**config.mk**
```make
export PLATFORM = sky130hd
export DESIGN_NAME = counter_timer_arbiter
export DESIGN_NICKNAME = d
export VERILOG_FILES = /design/src/rtl/counter_timer_arbiter_pkg.sv /design/src/rtl/counter_timer_arbiter_rr_arbiter.sv /design/src/rtl/counter_timer_arbiter.sv
export SDC_FILE = /design/constraint.sdc
export NUM_CORES = 1
export LEC_CHECK = 0
export CORE_MARGIN = 5
export CORE_UTILIZATION = 50
export CTS_CLUSTER_DIAMETER = 120
export CTS_CLUSTER_SIZE = 40
export DETAILED_ROUTE_END_ITERATION = 7
export GPL_TIMING_DRIVEN = 0
export PLACE_DENSITY = 0.8
export SLEW_MARGIN = 20
export SYNTH_ARGS = -nofsm -noshare
export SYNTH_HDL_FRONTEND = slang
export SYNTH_SLANG_ARGS = --single-unit
```
**constraint.sdc**
```tcl
create_clock -name clk -period 2.5 [get_ports clk]
set_input_delay 0.375 -clock clk [delete_from_list [all_inputs] [get_ports clk]]
set_output_delay 0.375 -clock clk [all_outputs]
set_load 0.005 [all_outputs]
```
**src/rtl/counter_timer_arbiter_pkg.sv**
```systemverilog
// Shared types and helpers for the counter/timer scheduler.
// Optional abort support is enabled by defining COUNTER_TIMER_ABORT_EN.
package counter_timer_pkg;

  localparam int DEF_CNT_W   = 4;
  localparam int DEF_NUM_REQ = 4;
  localparam int MAX_REQ     = 8;

  typedef enum logic [1:0] {
    ST_IDLE = 2'd0,
    ST_RUN  = 2'd1,
    ST_DONE = 2'd2
  } state_e;

  function automatic logic [MAX_REQ-1:0] onehot(input logic [2:0] idx);
    logic [MAX_REQ-1:0] vec;
    vec      = '0;
    vec[idx] = 1'b1;
    return vec;
  endfunction

endpackage

```
**src/rtl/counter_timer_arbiter_rr_arbiter.sv**
```systemverilog
// Combinational round-robin search: first set request at or above ptr, wrapping.
module rr_arbiter
  import counter_timer_pkg::*;
#(
  parameter int NUM_REQ = DEF_NUM_REQ,
  parameter int IDX_W   = $clog2(NUM_REQ)
) (
  input  logic [NUM_REQ-1:0] req,
  input  logic [IDX_W-1:0]   ptr,
  output logic               valid,
  output logic [IDX_W-1:0]   idx
);

  logic [IDX_W-1:0] cand;
  logic             hit;

  // Walk candidates in rotated order; the first hit is kept.
  always_comb begin
    valid = 1'b0;
    idx   = '0;
    cand  = '0;
    hit   = 1'b0;
    for (int k = 0; k < NUM_REQ; k++) begin
      cand  = IDX_W'((int'(ptr) + k) % NUM_REQ);
      hit   = !valid && req[cand];
      idx   = hit ? cand : idx;
      valid = valid | hit;
    end
  end

endmodule

```
**src/rtl/counter_timer_arbiter.sv**
```systemverilog
// Round-robin scheduler granting one shared interval counter to NUM_REQ requesters.
// Define COUNTER_TIMER_ABORT_EN to add the abort/aborted ports.
module counter_timer_arbiter
  import counter_timer_pkg::*;
#(
  parameter int NUM_REQ = DEF_NUM_REQ,
  parameter int CNT_W   = DEF_CNT_W
) (
  input  logic                     clk,
  input  logic                     reset,
  input  logic [NUM_REQ-1:0]       req,
  input  logic [NUM_REQ*CNT_W-1:0] req_len,
`ifdef COUNTER_TIMER_ABORT_EN
  input  logic                     abort,
  output logic                     aborted,
`endif
  output logic [NUM_REQ-1:0]       grant,
  output logic [NUM_REQ-1:0]       done,
  output logic                     busy,
  output logic [CNT_W-1:0]         count
);

  localparam int IDX_W = $clog2(NUM_REQ);
  localparam logic [IDX_W-1:0] LAST_IDX = IDX_W'(NUM_REQ - 1);

  state_e             state_q, state_d;
  logic [IDX_W-1:0]   owner_q, owner_d;
  logic [IDX_W-1:0]   rr_ptr_q, rr_ptr_d;
  logic [CNT_W-1:0]   len_q, len_d;
  logic [CNT_W-1:0]   count_q, count_d;
  logic [NUM_REQ-1:0] grant_q, grant_d;
  logic [NUM_REQ-1:0] done_q, done_d;
  logic               busy_q, busy_d;
  logic               arb_valid;
  logic [IDX_W-1:0]   arb_idx;
  logic               abort_s;

`ifdef COUNTER_TIMER_ABORT_EN
  logic aborted_q, aborted_d;
  assign abort_s = abort;
  assign aborted = aborted_q;
`else
  assign abort_s = 1'b0;
`endif

  rr_arbiter #(
    .NUM_REQ (NUM_REQ),
    .IDX_W   (IDX_W)
  ) u_rr_arbiter (
    .req   (req),
    .ptr   (rr_ptr_q),
    .valid (arb_valid),
    .idx   (arb_idx)
  );

  // Next-state and next-output logic for the grant/count/done sequence.
  always_comb begin
    state_d  = state_q;
    owner_d  = owner_q;
    rr_ptr_d = rr_ptr_q;
    len_d    = len_q;
    count_d  = count_q;
    grant_d  = grant_q;
    done_d   = done_q;
`ifdef COUNTER_TIMER_ABORT_EN
    aborted_d = aborted_q;
`endif
    case (state_q)
      ST_IDLE: begin
        if (arb_valid) begin
          state_d = ST_RUN;
          owner_d = arb_idx;
          len_d   = req_len[int'(arb_idx)*CNT_W +: CNT_W];
          count_d = '0;
          grant_d = NUM_REQ'(onehot(3'(arb_idx)));
        end else begin
          state_d = ST_IDLE;
        end
      end
      ST_RUN: begin
        // The compare stops the count, so an all-ones length never wraps.
        if ((count_q == len_q) || abort_s) begin
          state_d = ST_DONE;
          done_d  = grant_q;
`ifdef COUNTER_TIMER_ABORT_EN
          aborted_d = abort_s;
`endif
        end else begin
          count_d = count_q + CNT_W'(1);
        end
      end
      ST_DONE: begin
        state_d  = ST_IDLE;
        grant_d  = '0;
        done_d   = '0;
        count_d  = '0;
        rr_ptr_d = (owner_q == LAST_IDX) ? '0 : owner_q + IDX_W'(1);
`ifdef COUNTER_TIMER_ABORT_EN
        aborted_d = 1'b0;
`endif
      end
      default: begin
        state_d = ST_IDLE;
        grant_d = '0;
        done_d  = '0;
        count_d = '0;
`ifdef COUNTER_TIMER_ABORT_EN
        aborted_d = 1'b0;
`endif
      end
    endcase
    busy_d = (state_d != ST_IDLE);
  end

  // State and output registers with synchronous reset.
  always_ff @(posedge clk) begin
    if (reset) begin
      state_q  <= ST_IDLE;
      owner_q  <= '0;
      rr_ptr_q <= '0;
      len_q    <= '0;
      count_q  <= '0;
      grant_q  <= '0;
      done_q   <= '0;
      busy_q   <= 1'b0;
`ifdef COUNTER_TIMER_ABORT_EN
      aborted_q <= 1'b0;
`endif
    end else begin
      state_q  <= state_d;
      owner_q  <= owner_d;
      rr_ptr_q <= rr_ptr_d;
      len_q    <= len_d;
      count_q  <= count_d;
      grant_q  <= grant_d;
      done_q   <= done_d;
      busy_q   <= busy_d;
`ifdef COUNTER_TIMER_ABORT_EN
      aborted_q <= aborted_d;
`endif
    end
  end

  assign grant = grant_q;
  assign done  = done_q;
  assign busy  = busy_q;
  assign count = count_q;

endmodule
```
# Yosys cells after proc, flatten, opt, wreduce, memory -nomap -nowiden
# Index checks and enable logic that the tools add are counted.
[word_totals] out_inout_bits=13 ff_bits=23
[classes] n_lt_le_gt_ge=6 n_reduce_logical=13 bitwise=5 shifts=1 eq_ne=7 addsub=5 muxes=25
[ops] op="case mux 4 bit (2 select lines)" n=3
[ops] op="two-way mux 4 bit" n=4
[ops] op="variable part select 16 x 5 -> 4 bit" n=1
[ops] op="less-than comparator 2 x 3 -> 1 bit (second input constant)" n=4
[ops] op="two-way mux 2 bit" n=6
[ops] op="binary-select mux 1 bit (select 2 bit)" n=4
[ops] op="AND reduction 2 bit" n=4
[ops] op="two-way mux 1 bit" n=6
[ops] op="!= test 2 bit (second input constant)" n=3
[ops] op="adder 2 x 1 -> 2 bit (second input constant)" n=2
[ops] op="adder 2 bit (second input constant)" n=2
[ops] op="adder 4 x 1 -> 4 bit (second input constant)" n=1
[ops] op="== test 2 bit (second input constant)" n=2
[ops] op="== test 4 bit" n=1
[ops] op="logical AND 1 bit" n=4
[ops] op="less-than comparator 2 x 4 -> 1 bit (second input constant)" n=1
[ops] op="case mux 2 bit (2 select lines)" n=1
[ops] op="zero test 1 bit" n=3
[ops] op="bitwise OR 1 bit" n=3
[ops] op="demux 1 bit (select 2 bit)" n=1
[ops] op="== test 2 x 1 -> 1 bit (second input constant)" n=1
[ops] op="greater-or-equal comparator 2 x 1 -> 1 bit (second input constant)" n=1
[ops] op="zero test 2 bit" n=1
[ops] op="NOT 1 bit" n=2
[ops] op="nonzero test 2 bit" n=1

# Longest topological paths before layout
# Gate-level depths: netlist of run 1.
[depth] word_depth=17 depth_mapped=7

# By module
# Synthesis of run 1 repeated with hierarchy kept, for this count alone.
[unflattened] cells_unflattened=141 area_unflattened_um2=1148.6
[modules_own_cells] mod="counter_timer_arbiter" area_per_inst_um2=1071.0 n_inst=1 cells_per_inst=126
[modules_own_cells] mod="rr_arbiter" area_per_inst_um2=77.6 n_inst=1 cells_per_inst=15

# Worst setup path after synthesis of run 1
# OpenSTA, ideal clock, no wires.
[synth_timing] path_type="input port to flip-flop" start="input req[1]" end="register grant_q[3], in the netlist grant[3]" stages=6 t_arrival_ns=1.393 setup_slack_ns=0.989 cell_sequence="clkbuf_2 -> nor4_2 -> or3_1 -> buf_6 -> nor2_2 -> a32o_1"
[synth_between] elab_chain_len=17 elab_cells_between_ends=30 cone_classes="order compare (2); eq/ne (1); mux (16); bitwise (3); reduce/logical (8)"
[synth_rtl] element="from (decl)" line="counter_timer_arbiter.sv:11" source="input logic [NUM_REQ-1:0] req,"
[synth_rtl] element="binary-select mux 1 bit (select 2 bit)" line="counter_timer_arbiter_rr_arbiter.sv:25" source="hit = !valid && req[cand];"
[synth_rtl] element="two-way mux 1 bit (not written as such)" line="counter_timer_arbiter_rr_arbiter.sv:25"
[synth_rtl] element="zero test 1 bit" line="counter_timer_arbiter_rr_arbiter.sv:25"
[synth_rtl] element="logical AND 1 bit" line="counter_timer_arbiter_rr_arbiter.sv:25"
[synth_rtl] element="bitwise OR 1 bit" line="counter_timer_arbiter_rr_arbiter.sv:27" source="valid = valid | hit;"
[synth_rtl] element="zero test 1 bit" line="counter_timer_arbiter_rr_arbiter.sv:25"
[synth_rtl] element="logical AND 1 bit" line="counter_timer_arbiter_rr_arbiter.sv:25"
[synth_rtl] element="bitwise OR 1 bit" line="counter_timer_arbiter_rr_arbiter.sv:27"
[synth_rtl] element="zero test 1 bit" line="counter_timer_arbiter_rr_arbiter.sv:25"
[synth_rtl] element="logical AND 1 bit" line="counter_timer_arbiter_rr_arbiter.sv:25"
[synth_rtl] element="two-way mux 2 bit" line="counter_timer_arbiter_rr_arbiter.sv:26" source="idx = hit ? cand : idx;"
[synth_rtl] element="less-than comparator 2 x 4 -> 1 bit (not written as such) or greater-or-equal comparator 2 x 1 -> 1 bit (tied branches)" line="counter_timer_arbiter_pkg.sv:18" source="vec[idx] = 1'b1;"
[synth_rtl] element="logical AND 1 bit (not written as such)" line="counter_timer_arbiter_pkg.sv:18"
[synth_rtl] element="two-way mux 1 bit (not written as such)" line="counter_timer_arbiter_pkg.sv:18"
[synth_rtl] element="demux 1 bit (select 2 bit)" line="counter_timer_arbiter_pkg.sv:18"
[synth_rtl] element="two-way mux 4 bit" line="counter_timer_arbiter.sv:70" source="if (arb_valid) begin"
[synth_rtl] element="case mux 4 bit (2 select lines)" line="counter_timer_arbiter.sv:68" source="case (state_q)"
[synth_rtl] element="to (signal assigned)" line="counter_timer_arbiter.sv:135" source="grant_q <= grant_d;"
[synth_rtl] element="to (decl)" line="counter_timer_arbiter.sv:31" source="logic [NUM_REQ-1:0] grant_q, grant_d;"
# Parallel ways exist; a longest one is shown, timed or not. The select of a mux whose other input is x is not followed.
# A chain may end at the register's enable or synchronous reset.

# Final worst setup path of run 1
[layout_timing] start="input req[3]" end="register grant_q[3], in the netlist grant[3]"
# Same word-level chain as after synthesis.

==> results of run 1 <==
-- worst max path at each step --
stage | slack, ns | end
floorplan | 0.99 | grant[3]
detailed placement | 0.29 | len_q[1]
global route | 0.55 | len_q[3]
finish | 0.62 | grant[3]
CTS | 0.64 | len_q[1]
global placement | 0.35 | grant[3]
-- cell families (layout without fill, tap and decap cells) --
logic type                 after synthesis  count (layout)
AOI/OAI and AO/OA                       40              40
xor gates and xnor gates                 6               6
adders and majority gates                2               2
buffers and inverters                   10              47
DFF                                     23              23
muxes                                    5               5
and+or+nand+nor                         50              50
-- flip-flops by register name (all words and copies together) (netlist names) --
signal,count
len_q,4
grant,4
busy,1
rr_ptr_q,2
owner_q,2
state_q,2
done,4
count,4
-- Yosys cell counts, drive strengths merged (2+ instances only) --
cell type / instances / area [um^2]
nand2: 11 / 43.8
clkbuf: 2 / 8.75
mux2i: 5 / 50.1
a211oi: 7 / 57.6
buf: 3 / 27.5
a31o: 2 / 17.5
xor2: 4 / 35.0
nor4: 2 / 33.8
a21bo: 4 / 40.0
nor2: 22 / 85.1
o21ai: 8 / 43.8
dfxtp: 23 / 460
a21oi: 5 / 36.3
a221oi: 4 / 35.0
nand3: 6 / 30.0
and2b: 2 / 17.5
a22o: 2 / 17.5
ha: 2 / 25.0
inv: 5 / 18.8
nand2b: 2 / 12.5
xnor2: 2 / 17.5
-- power groups by stage --
stage	Combinational [mW]	Clock, mW	Sequential (mW)
final	0.350	0.172	0.448
after global routing	0.385	0.195	0.454
after CTS	0.353	0.177	0.448
after detailed placement	0.351	0	0.456
after global placement	0.342	0	0.454
after floorplan	0.236	0	0.449
-- layer usage --
metal | track usage | up-vias | wire length [um]
li1 | - | 566 | -
met1 | 0.194 | 548 | 1260
met2 | 0.312 | 17 | 1530
met3 | 0.0392 | 4 | 105
met4 | 0.0538 | 0 | 21
met5 | 0 | - | 0
-- area by class of cell --
class,instances,area [um^2],area share
plain buffers,5,36.3,0.0223
clock buffers,3,22.5,0.0138
clock inverters,1,5.00,0.00308
inverters,5,18.8,0.0115
multi-input cells,103,716,0.440
flip-flops and latches,23,460,0.283
well taps,30,37.5,0.0231
repair buffers,33,330,0.203
-- metrics by stage --
stage,setup WS (ns),hold slack (ns),instances,util
4_1_cts,0.644,0.480,203,0.675
2_1_floorplan,0.989,0.438,136,-
5_1_grt,0.550,0.497,203,0.675
3_5_place_dp,0.290,0.463,199,0.664
6_report,0.623,0.477,203,0.675
3_3_place_gp,0.347,0.452,199,0.664
-- worst max-delay path, cell delays in order --
cell and delay [ns]:
clkdlybuf4s50_1 0.56, nor4_2 0.53, or3_1 0.19, buf_6 0.13, nor2_2 0.05, a32o_1 0.25
==> results.json, run 1 <==
{
  "status": "completed",
  "p_int_mw": 0.643,
  "first_pass_iters": 4,
  "drtIter0Drc": 42,
  "synthFlopType": "dfxtp_1",
  "cp.required_ns": 2.71,
  "end_kind": "register",
  "gp_congestion": 0.937,
  "netlist_area_mm2": 0.00123,
  "io_buffers": 33,
  "grt_max_degree": 14,
  "layout-drive-gt1-share": 0.127,
  "cts_tree": "yes",
  "fin_crit_sh": 0.751,
  "synth_top_family_by_area": "compound AO/OA/AOI/OAI gates",
  "total_power_mw": 0.969,
  "relSlewSlack": 0.532,
  "grt_usage": 0.171,
  "hold_buffers": 0,
  "clockBufferDepth": 2,
  "clk-insertion-delay-late_ns": 0.32,
  "p_leak_nw": 0.650,
  "max_cap_violations": 0,
  "pwr-share-comb": 0.361,
  "ys_types": 43,
  "postRouteAntennaNets": 0,
  "report.final.hold_viol_count": 0,
  "final.setup.tns_ns": 0,
  "synth-simple-area-share": 0.207,
  "antennaDiodeCount": 0,
  "slew_viol_final": 0,
  "hpwl_mm": 2.36,
  "async_flop_share": 0,
  "avgSynthCellArea_um2": 9.05,
  "reg2reg_from": "rr_ptr_q[0]",
  "drc": 0,
  "switching_power_mw": 0.326,
  "vias_per_cell": 5.59,
  "cts_resized": 0,
  "arrival_ns": 2.09,
  "irDropWorstVdd_mv": 0.607,
  "grt_pass1_wl_mm": 4.60,
  "die_h_um": 59.6,
  "antenna_found_initial": 0,
  "cts-buffers-inserted": 3,
  "dr_total_vias": 1135,
  "worstSetupPathType": "in -> reg",
  "crit_start": "req[3]",
  "swShare": 0.336,
  "grt_overflow_total": 0,
  "die_area_mm2": 0.00355,
  "post_cts_buffers": 0,
  "finalSetupViolCount": 0,
  "area_growth_pct": 32.1,
  "clkPwrFrac": 0.177,
  "r2r_setup_slack_ns": 0.94,
  "die_w_um": 59.6,
  "period_minus_slack_ns": 1.88,
  "wirelength_mm": 2.91,
  "rows": 18,
  "cp-start-kind": "input pin",
  "max_freq_mhz": 533,
  "yosysWarnings": 0,
  "place_area_mm2": 0.00160,
  "rr_endpoint": "len_q[1]",
  "io_pins": 35,
  "clock-root-buffer": "clkbuf_4",
  "synth_mux_area_frac": 0.0407,
  "synth-edff-count": 0,
  "initial_core_util": 0.511,
  "worst_pin_slew_ns": 0.697,
  "wl_per_cell_um": 14.3,
  "yosysSeqAreaShare": 0.374,
  "clock_skew_ns": 0.0111,
  "min_to": "owner_q[1]",
  "holdCritPathClass": "reg -> reg",
  "ff2ff_path_depth": 5,
  "final_cell_mix": "33 x clkdlybuf4s50_1, 23 x dfxtp_1, 21 x nor2_1",
  "clock-sinks": 23,
  "h-tree-depth": 1,
  "min_from": "owner_q[1]",
  "fp.coreArea_mm2": 0.00241,
  "grt_pass1_vias": 1091,
  "synthAdderAreaFrac": 0.0203,
  "critical_path.max_fanout": 8,
  "final_common_cell": "clkdlybuf4s50_1",
  "p_per_area_mw_per_mm2": 596,
  "whs_path_depth": 2,
  "rsz0062_at_grt": "false",
  "fin_area_mm2": 0.00163,
  "syn_inst": 136,
  "synth_compound_area_frac": 0.270,
  "path_clk_slew_ns": 0.12,
  "p_seq_frac": 0.462,
  "fillers": 204,
  "syn_nets": 160,
  "nNetsFinal": 198,
  "ys_ff_latch": 23,
  "synth_xor_area_frac": 0.0427
}
Power figures use the tool's default switching activity.
==> run 2, diff against run 1 <==
CORE_UTILIZATION = 42   (was 50)
PLACE_DENSITY = 0.72   (was 0.8)
clock period = 1.6 ns   (was 2.5 ns; I/O delays follow)
==> run 2 against run 1 <==
Against the previous run: worst hold slack worse by 0.0046 ns; core utilization down 6.6 points; via count grew 0.62%; global-route usage decreased by 0.71 points; clock power rose by 53%; final cell count is 2.5% higher; sequential share of layout area down 0.67 points; sequential power is 56% higher; die area is 16% higher; total power increased by 64%; routed wire length grew 9.6%; largest cell class unchanged.
==> results.json, run 2 (synthesis gave the netlist of run 1 again) <==
{
  "p_per_area_mw_per_mm2": 940,
  "grt_pass1_wl_mm": 5.58,
  "h-tree-depth": 1,
  "path_clk_slew_ns": 0.12,
  "layout-drive-gt1-share": 0.186,
  "clock_skew_ns": 0.00303,
  "vias_per_cell": 5.49,
  "die_area_mm2": 0.00411,
  "cp.required_ns": 1.80,
  "arrival_ns": 1.75,
  "grt_max_degree": 14,
  "drc": 0,
  "io_pins": 35,
  "grt_overflow_total": 0,
  "rows": 19,
  "dr_total_vias": 1142,
  "critical_path.max_fanout": 6,
  "fp.coreArea_mm2": 0.00278,
  "whs_ns": 0.472,
  "antennaDiodeCount": 0,
  "area_growth_pct": 37.5,
  "clock-root-buffer": "clkbuf_4",
  "cts_tree": "yes",
  "total_power_mw": 1.59,
  "status": "completed",
  "initial_core_util": 0.443,
  "clockBufferDepth": 2,
  "period_minus_slack_ns": 1.55,
  "first_pass_iters": 4,
  "setup_ws_ns": 0.0492,
  "p_leak_nw": 0.679,
  "max_cap_violations": 0,
  "drtIter0Drc": 45,
  "wl_per_cell_um": 15.3,
  "fillers": 255,
  "wirelength_mm": 3.19,
  "hold_buffers": 0,
  "final_cell_mix": "30 x clkdlybuf4s50_1, 21 x nor2_1, 19 x dfxtp_1",
  "final_common_cell": "clkdlybuf4s50_1",
  "max_freq_mhz": 645,
  "antenna_found_initial": 0,
  "report.final.hold_viol_count": 0,
  "worst_pin_slew_ns": 0.430,
  "die_w_um": 64.1,
  "pre_cts_ws_ns": -0.501,
  "postLayoutCoreUtil": 0.609,
  "io_buffers": 33,
  "grt_usage": 0.163,
  "gp_congestion": 0.841,
  "nNetsFinal": 202,
  "holdCritPathClass": "reg -> reg",
  "postRouteAntennaNets": 0,
  "slew_viol_final": 0,
  "hpwl_mm": 2.52,
  "rsz0062_at_grt": "true",
  "worstSetupPathType": "reg -> reg",
  "end_kind": "register",
  "die_h_um": 64.1,
  "clk-insertion-delay-late_ns": 0.31,
  "finalSetupViolCount": 0,
  "grt_pass1_vias": 1239,
  "cts-buffers-inserted": 3,
  "irDropWorstVdd_mv": 1.01,
  "cp-start-kind": "register",
  "fin_crit_sh": 0.969,
  "clock-sinks": 23,
  "relSlewSlack": 0.712
}
## run 2: cell count changes in the layout (fill, tap and decap cells not counted), moves of 3 or more
| cell | change |
|---|---|
| dlygate4sd2_1 | +3 |
| dfxtp_1 | -4 |
| dfxtp_2 | +3 |
| buf_4 | +4 |
| clkdlybuf4s50_1 | -3 |
## run 2: worst paths after layout
path                      to  slack [ns]  cells past startpoint  startpoint
setup / recovery     done[2]        0.05                      5    count[0]
hold / removal    owner_q[1]        0.47                      2  owner_q[1]
setup reg to reg     done[2]        0.05                      5    count[0]
hold reg to reg   owner_q[1]        0.47                      2  owner_q[1]
## run 2: power breakdown
part,switching (mW),internal [mW],leakage [nW]
sequential,0.0537,0.647,0.190
combinational,0.309,0.318,0.471
clock,0.170,0.0933,0.0177
## run 2: cell type report
class	instances	area, um^2	share of cell area
Multi-Input combinational cell	103	747	0.441
Sequential cell	23	468	0.276
Timing Repair Buffer	37	357	0.211
Tap cell	31	38.8	0.0229
Buffer	5	36.3	0.0214
Clock buffer	3	22.5	0.0133
Inverter	5	18.8	0.0111
Clock inverter	1	5.00	0.00296
## run 2: metal layers
layer,wire length [um],track usage,vias up
met2,1610,0.278,18
met1,1370,0.195,537
met3,122,0.0473,8
met4,91,0.0585,0
li1,-,-,579
met5,0,0,-
## run 2: metrics by stage
stage | setup TNS (ns) | area [um^2] | cells
2_1_floorplan | 0 | 1230 | 136
3_3_place_gp | -5.26 | 1600 | 200
5_1_grt | -0.122 | 1690 | 208
4_1_cts | 0 | 1650 | 204
3_5_place_dp | -6.37 | 1600 | 200
6_report | 0 | 1690 | 208
## run 2: worst max-delay path, stage by stage, from the launching register on
cell	delay (ns)
dfxtp_4	0.38
xor2_1	0.18
nor4_4	0.42
nand2_2	0.21
mux2i_1	0.20
nor2_1	0.05
## run 2: what timing repair did
| item | 4_1_cts | 5_1_grt |
|---|---|---|
| endpoints found under the hold margin | 0 | 0 |
| buffers inserted | 0 | 4 |
| setup endpoints to repair | 15 | 14 |
| pin swaps | 0 | 3 |
| cloned | 0 | 0 |
| resized for setup | 6 | 7 |
